`src/rtl/jk_pkg.sv`:
```
// Shared definitions for the JK-cell based up/down counter.
package jk_pkg;

  localparam int unsigned JK_DEFAULT_WIDTH = 4;

  // Per-bit JK command, ordered {J,K}.
  typedef enum logic [1:0] {
    JK_HOLD = 2'b00,
    JK_RST  = 2'b01,
    JK_SET  = 2'b10,
    JK_TGL  = 2'b11
  } jk_cmd_e;

endpackage

```
`src/rtl/jk_cell.sv`:
```
// Single JK flip-flop with asynchronous active-high reset.
module jk_cell (
  input  logic clk,
  input  logic rst,
  input  logic j,
  input  logic k,
  output logic q
);

  logic q_q;
  logic q_d;

  always_comb begin
    q_d = (j & ~q_q) | (~k & q_q);
  end

  always_ff @(posedge clk or posedge rst) begin
    if (rst) q_q <= 1'b0;
    else     q_q <= q_d;
  end

  assign q = q_q;

endmodule

```
`src/rtl/jk_updown_counter.sv`:
```
// Modulo-(MAX+1) up/down counter with parallel load, built from JK cells.
module jk_updown_counter
  import jk_pkg::*;
#(
  parameter int unsigned WIDTH = JK_DEFAULT_WIDTH,
  parameter int unsigned MAX   = (2 ** WIDTH) - 1
) (
  input  logic             clk,
  input  logic             rst,
  input  logic             en,
  input  logic             up,
  input  logic             load,
  input  logic [WIDTH-1:0] din,
  output logic [WIDTH-1:0] q,
  output logic             tc,
  output logic             wrap
);

  localparam logic [WIDTH-1:0] MAX_V = WIDTH'(MAX);

  logic [WIDTH-1:0] cnt;
  logic [WIDTH-1:0] j_d;
  logic [WIDTH-1:0] k_d;
  logic [WIDTH-1:0] tgt;
  logic [WIDTH-1:0] step_mask;
  logic             use_tgt;
  logic             wrap_q;

  // Loads and wraps force a constant (J=bit, K=~bit); ordinary steps toggle
  // exactly the bits that differ between cnt and cnt+/-1.
  always_comb begin
    j_d       = '0;
    k_d       = '0;
    tgt       = '0;
    step_mask = '0;
    use_tgt   = 1'b0;
    if (load) begin
      use_tgt = 1'b1;
      tgt     = (din > MAX_V) ? MAX_V : din;
    end else if (en) begin
      if (cnt > MAX_V) begin
        use_tgt = 1'b1;
        tgt     = '0;
      end else if (up) begin
        if (cnt == MAX_V) begin
          use_tgt = 1'b1;
          tgt     = '0;
        end else begin
          step_mask = cnt ^ (cnt + WIDTH'(1));
        end
      end else begin
        if (cnt == '0) begin
          use_tgt = 1'b1;
          tgt     = MAX_V;
        end else begin
          step_mask = cnt ^ (cnt - WIDTH'(1));
        end
      end
    end
    for (int unsigned i = 0; i < WIDTH; i++) begin
      if (use_tgt) {j_d[i], k_d[i]} = tgt[i] ? JK_SET : JK_RST;
      else         {j_d[i], k_d[i]} = step_mask[i] ? JK_TGL : JK_HOLD;
    end
  end

  for (genvar g = 0; g < WIDTH; g++) begin : g_cell
    jk_cell u_cell (
      .clk (clk),
      .rst (rst),
      .j   (j_d[g]),
      .k   (k_d[g]),
      .q   (cnt[g])
    );
  end

  assign tc = en & ~load & ((up & (cnt == MAX_V)) | (~up & (cnt == '0)));

  always_ff @(posedge clk or posedge rst) begin
    if (rst) wrap_q <= 1'b0;
    else     wrap_q <= tc;
  end

  assign q    = cnt;
  assign wrap = wrap_q;

endmodule

```
`config.mk`:
```
export PLATFORM = sky130hd
export DESIGN_NAME = jk_updown_counter
export DESIGN_NICKNAME = d
export VERILOG_FILES = /design/src/rtl/jk_pkg.sv /design/src/rtl/jk_cell.sv /design/src/rtl/jk_updown_counter.sv
export SDC_FILE = /design/constraint.sdc
export NUM_CORES = 1
export LEC_CHECK = 0
export CAP_MARGIN = 20
export CORE_AREA = 2 2 39 41
export DETAILED_ROUTE_END_ITERATION = 8
export DIE_AREA = 0 0 41 43
export PLACE_DENSITY = 0.66
export SYNTH_ARGS = -nofsm -noshare
export SYNTH_HDL_FRONTEND = slang
export SYNTH_HIERARCHICAL = 1
export SYNTH_SLANG_ARGS = --single-unit
```
`constraint.sdc`:
```
create_clock -name clk -period 4.4 [get_ports clk]
set_input_delay 0.44 -clock clk [delete_from_list [all_inputs] [get_ports clk]]
set_output_delay 0.44 -clock clk [all_outputs]
set_load 0.1 [all_outputs]
```
==> results of run 1 <==
==> logic make-up (layout without fill, tap and decap cells) <==
family                   count (synthesis)  after routing  synth area share (%)
AO/OA/AOI/OAI                           13             13                  17.4
AND/OR/NAND/NOR                         18             18                  24.5
flip-flops                               5              5                  27.5
buffers and inverters                   13             30                  12.4
XOR/XNOR                                 2              2                  3.86
multiplexers                             4              4                  8.82
adder cells (fa/ha/maj)                  2              2                  5.51
==> power breakdown <==
| part | total [uW] | internal, uW | switching [uW] |
|---|---|---|---|
| combinational | 214 | 73.5 | 141 |
| clock | 52.4 | 34.3 | 18.2 |
| sequential | 84.8 | 58.1 | 26.7 |
==> layout make-up <==
type | instances | share of cell area (%)
Inverter | 12 | 7.19
Tap cell | 16 | 3.19
Timing Repair Buffer | 14 | 22.0
Clock buffer | 4 | 4.19
Sequential cell | 5 | 20.0
Multi-Input combinational cell | 39 | 43.5
==> critical path, cell delays in order <==
cell	delay (ns)
clkdlybuf4s50_1	0.54
or4b_4	0.62
a21oi_1	0.20
buf_4	0.32
==> Yosys cell counts, drive strengths merged <==
cell	count
inv	12
nand2	6
dfrtp	5
o21ai	5
mux2i	4
a21oi	2
a31oi	2
and4	2
ha	2
nand3	2
xnor2	2
a22oi	1
a311oi	1
and2	1
and2b	1
buf	1
nand2b	1
nand4	1
nor3	1
nor4	1
o221ai	1
o22ai	1
or2	1
or4b	1
==> stage by stage <==
stage / instances / setup WS, ns / total power [uW]
2_1_floorplan: 57 / 0.878 / 248
3_3_place_gp: 86 / 1.86 / 297
3_5_place_dp: 86 / 1.84 / 301
4_1_cts: 90 / 1.84 / 355
5_1_grt: 90 / 1.74 / 376
6_report: 90 / 1.84 / 351
==> cells in the final DEF (no fill, tap or decap), types with 2 or more instances in the layout <==
master / netlist / routed
clkdlybuf4s50_1: 0 / 13
inv_1: 12 / 12
nand2_1: 6 / 6
o21ai_0: 5 / 5
dfrtp_1: 5 / 5
mux2i_1: 4 / 4
clkbuf_4: 0 / 3
a21oi_1: 2 / 2
and4_2: 2 / 2
nand3_1: 2 / 2
a31oi_1: 2 / 2
xnor2_1: 2 / 2
ha_1: 2 / 2
==> metal layers <==
| metal | vias up | GRT usage, % | part of all wire (%) |
|---|---|---|---|
| li1 | 232 | - | - |
| met1 | 200 | 15.8 | 44 |
| met2 | 23 | 22.2 | 46 |
| met3 | 0 | 6.28 | 9.6 |
| met4 | 0 | 2.00 | 0 |
| met5 | - | 0 | 0 |
==> registers in the layout, indices dropped and copies added, names as in the netlist <==
| name | count |
|---|---|
| g_cell.u_cell/q | 4 |
| wrap | 1 |
==> final timing paths <==
check	start	to	slack (ns)	cells after the start
min in group clk	g_cell[0].u_cell/q	g_cell[0].u_cell/q	0.58	1
max in group asynchronous	rst	g_cell[2].u_cell/q	3.81	2
hold / removal	rst	wrap	0.47	2
hold reg to reg	g_cell[0].u_cell/q	g_cell[0].u_cell/q	0.58	1
setup / recovery	up	tc	1.84	4
setup reg to reg	g_cell[1].u_cell/q	g_cell[1].u_cell/q	2.72	6
==> reports/metrics.yaml, run 1 <==
worstPathArrival_ns: 2.12
synthCells: 57
grtUsageTotal_pct: 13.6
ys_types: 24
fin_crit_ns: 2.56
clk_latency_ns: 0.24
crit_type: "input pin to output port"
grt_max_degree: 10
regArea_sq_um: 125
final_core_util_pct: 45.3
drive_above_1_share_pct: 12.2
finish.instance_area_sq_um: 627
antenna_cells: 0
crit_fanout: 9
yosysTopAreaCell: "dfrtp_1"
tns_ns: 0
ys_seq_elements: 5
initial_core_util_pct: 32.8
area_growth_pct: 38.0
dieArea_sq_um: 1760
power_leakage_uw: 0.000293
nets: 86
grt_pass1_vias: 400
maxCapViolations: 0
place_area_sq_um: 601
max_freq_ghz: 0.391
portBuffers: 14
setup_viol: 0
cts.clk_slew.worst_paths_ns: 0.04
cts_root_buffer: "clkbuf_4"
vdd_drop_max_uv: 328
wl_per_cell_microns: 11.7
cts.sinks: 5
yosysWarningCount: 6
routed_wl_microns: 1060
drtIter0Drc: 7
slew_headroom_pct: 35.7
synth_nets: 68
fillCellCount: 150
timing.hold.ws_ns: 0.470
vias: 455
syn-cell-area_sq_um: 454
grt_pass1_wl_microns: 1630
die_w_microns: 41
finClkSkew_ns: 0.00427
period_share_pct: 58.2
ys_top_cells_by_area: "dfrtp_1 (28%), inv_1 (9.9%), mux2i_1 (8.8%)"
drc: 0
firstDrtPassIters: 4
place.gp.congestion: 0.829
cts_hold_buf: 0
cts_setup_buffers: 0
std_cell_rows: 14
antenna_found_initial: 0
status: "completed"
p_per_area_nw_per_um2: 561
multi_input_area_sq_um: 273
synth_top_area_share_pct: 27.5
hold_class: "input pin to asynchronous set/reset pin"
cts.path.max_buffers: 2
finalHoldViolCount: 0
htreeDepth: 1
grt.overflow.total: 0
ys_seq_area_share_pct: 27.5
worstMarginPinSlew_ns: 0.961
ant_nets: 0
dp_hpwl_microns: 846
core-area_sq_um: 1380
rsz0062_at_grt: "no"
cp.required_ns: 3.96
die_y_microns: 43
cts_resized: 0
drv_slew: 0
cts_tree: "built"
endpoint_kind: "output port"
cp-start-kind: "input pin"
io_pins: 15
via_per_inst: 5.06
cts_buffers: 3
avgSynthCellArea_sq_um: 7.97
(Power assumes the default switching activity.)
==> inputs of run 2 (changes only) <==
clock period = 2.45 ns   (was 4.4 ns; I/O delays follow)
==> reports/metrics.yaml, run 2 (synthesis results as in run 1) <==
status: "completed"  # unchanged
startpoint: "g_cell[0].u_cell/q"  # was up
antenna_found_initial: 0  # unchanged
hold_class: "input pin to asynchronous set/reset pin"  # unchanged
ant_nets: 0  # unchanged
grt.met1_usage_pct: 18.1  # was 15.8%
setup_viol: 0  # unchanged
final_common_cell: "inv_1"  # was clkdlybuf4s50_1
die_y_microns: 43  # unchanged
rsz0062_at_grt: "no"  # unchanged
std_cell_rows: 14  # unchanged
htreeDepth: 1  # unchanged
cts.clk_slew.worst_paths_ns: 0.04  # about the same
core-area_sq_um: 1380  # unchanged
fillCellCount: 148  # was 150
vias: 458  # was 455
antenna_cells: 0  # unchanged
firstDrtPassIters: 4  # unchanged
met3_usage_pct: 7.85  # was 6.28%
worstPathArrival_ns: 1.83  # was 2.12 ns
crit_type: "register to output port"  # was input pin to output port
mostFrequentLayoutCells: "inv_1 (12), clkdlybuf4s50_1 (8), nand2_1 (6)"  # was clkdlybuf4s50_1 (13), inv_1 (12), nand2_1 (6)
initial_core_util_pct: 32.8  # unchanged
cp.required_ns: 2.20  # was 3.96 ns
period_share_pct: 84.6
die_w_microns: 41  # unchanged
io_pins: 15  # unchanged
drc: 0  # unchanged
drtIter0Drc: 15  # was 7
via_per_inst: 5.09  # was 5.06
routed_wl_microns: 1010  # was 1060 microns
clk_latency_ns: 0.24  # about the same
grt.overflow.total: 0  # unchanged
cts_tree: "built"  # unchanged
drv_slew: 0  # unchanged
endpoint_kind: "output port"  # unchanged
dp_hpwl_microns: 784  # was 846 microns
slew_headroom_pct: 76.9  # was 35.7%
p_per_area_nw_per_um2: 984  # was 561 nW/um^2
finClkSkew_ns: 0.00344  # was 0.00427 ns
dieArea_sq_um: 1760  # unchanged
cts_hold_buf: 0  # unchanged
grtUsageTotal_pct: 14.8  # was 13.6%
area_growth_pct: 40.8  # was 38.0%
largest_reg_flops: 4  # unchanged
vdd_drop_max_uv: 480  # was 328 uV
portBuffers: 14  # unchanged
fin_ws_ns: 0.376  # was 1.84 ns
place.gp.congestion: 0.879  # was 0.829
fin_crit_ns: 2.07
cts.path.max_buffers: 2  # unchanged
wl_per_cell_microns: 11.3  # was 11.7 microns
tns_ns: 0  # unchanged
cts_buffers: 3  # unchanged
grt_max_degree: 10  # unchanged
worstMarginPinSlew_ns: 0.343  # was 0.961 ns
grt_pass1_wl_microns: 1750  # was 1630 microns
grt_util_met2_pct: 21.9  # was 22.2%
cts_root_buffer: "clkbuf_4"  # unchanged
power_leakage_uw: 0.000301  # was 0.000293 uW
cts.sinks: 5  # unchanged
rr_startpoint: "g_cell[0].u_cell/q"  # was g_cell[1].u_cell/q
cp-start-kind: "register"  # was input pin
nets: 86  # unchanged
grt_pass1_vias: 433  # was 400
drive_above_1_share_pct: 21.6  # was 12.2%
crit_fanout: 6  # was 9
cts_resized: 0  # unchanged
max_freq_ghz: 0.482
cts_setup_buffers: 0  # unchanged
grt-busiest-layer: "met2"  # unchanged
finalHoldViolCount: 0  # unchanged
maxCapViolations: 0  # unchanged
pre_cts_ws_ns: 0.409  # was 1.84 ns
-- run 2: cell types whose count changed in the layout (fill, tap and decap cells not counted) --
cell	change
a21oi_1	-1
a21oi_4	+1
buf_12	+1
buf_4	+4
clkdlybuf4s50_1	-5
dfrtp_1	-1
dfrtp_2	+1
-- run 2: worst paths after layout --
path                                 endpoint  slack, ns  cells past startpoint
hold / removal                           wrap       0.26                      2
hold reg to reg            g_cell[1].u_cell/q       0.57                      1
min in group clk           g_cell[1].u_cell/q       0.57                      1
setup reg to reg           g_cell[1].u_cell/q       0.77                      6
max in group asynchronous  g_cell[1].u_cell/q       2.08                      2
setup / recovery                           tc       0.38                      5
-- run 2: through the flow --
stage	utilization (%)	hold slack [ns]	total power [uW]	cell area [sq um]	std cells
6_report	46.2	0.261	629	639	90
3_5_place_dp	44.3	0.518	537	613	86
3_3_place_gp	44.3	0.510	535	613	86
5_1_grt	46.2	0.261	680	639	90
2_1_floorplan	-	-0.0263	450	467	57
4_1_cts	46.2	0.258	636	639	90
-- run 2: layer usage --
| layer | up-vias | share of wire, % |
|---|---|---|
| met3 | 0 | 6.1 |
| met1 | 212 | 44 |
| met4 | 0 | 0 |
| li1 | 232 | - |
| met5 | - | 0 |
| met2 | 14 | 50 |
-- run 2: critical path, cell delays in order (launching register included) --
cell	delay, ns
dfrtp_1	0.45
inv_1	0.09
ha_1	0.17
or4b_4	0.51
a21oi_4	0.18
buf_12	0.19
-- run 2: final cells by class --
class	count	area, sq um	area share, %
Tap cell	16	20.0	3.13
Timing Repair Buffer	14	138	21.5
Multi-Input combinational cell	39	284	44.4
Clock buffer	4	26.3	4.11
Inverter	12	45.0	7.05
Sequential cell	5	126	19.8
-- run 2: where the power goes --
| part | internal (uW) | leakage (uW) | switching (uW) |
|---|---|---|---|
| sequential | 106 | 0.0000595 | 45.2 |
| clock | 61.5 | 0.0000150 | 32.3 |
| combinational | 127 | 0.000227 | 257 |
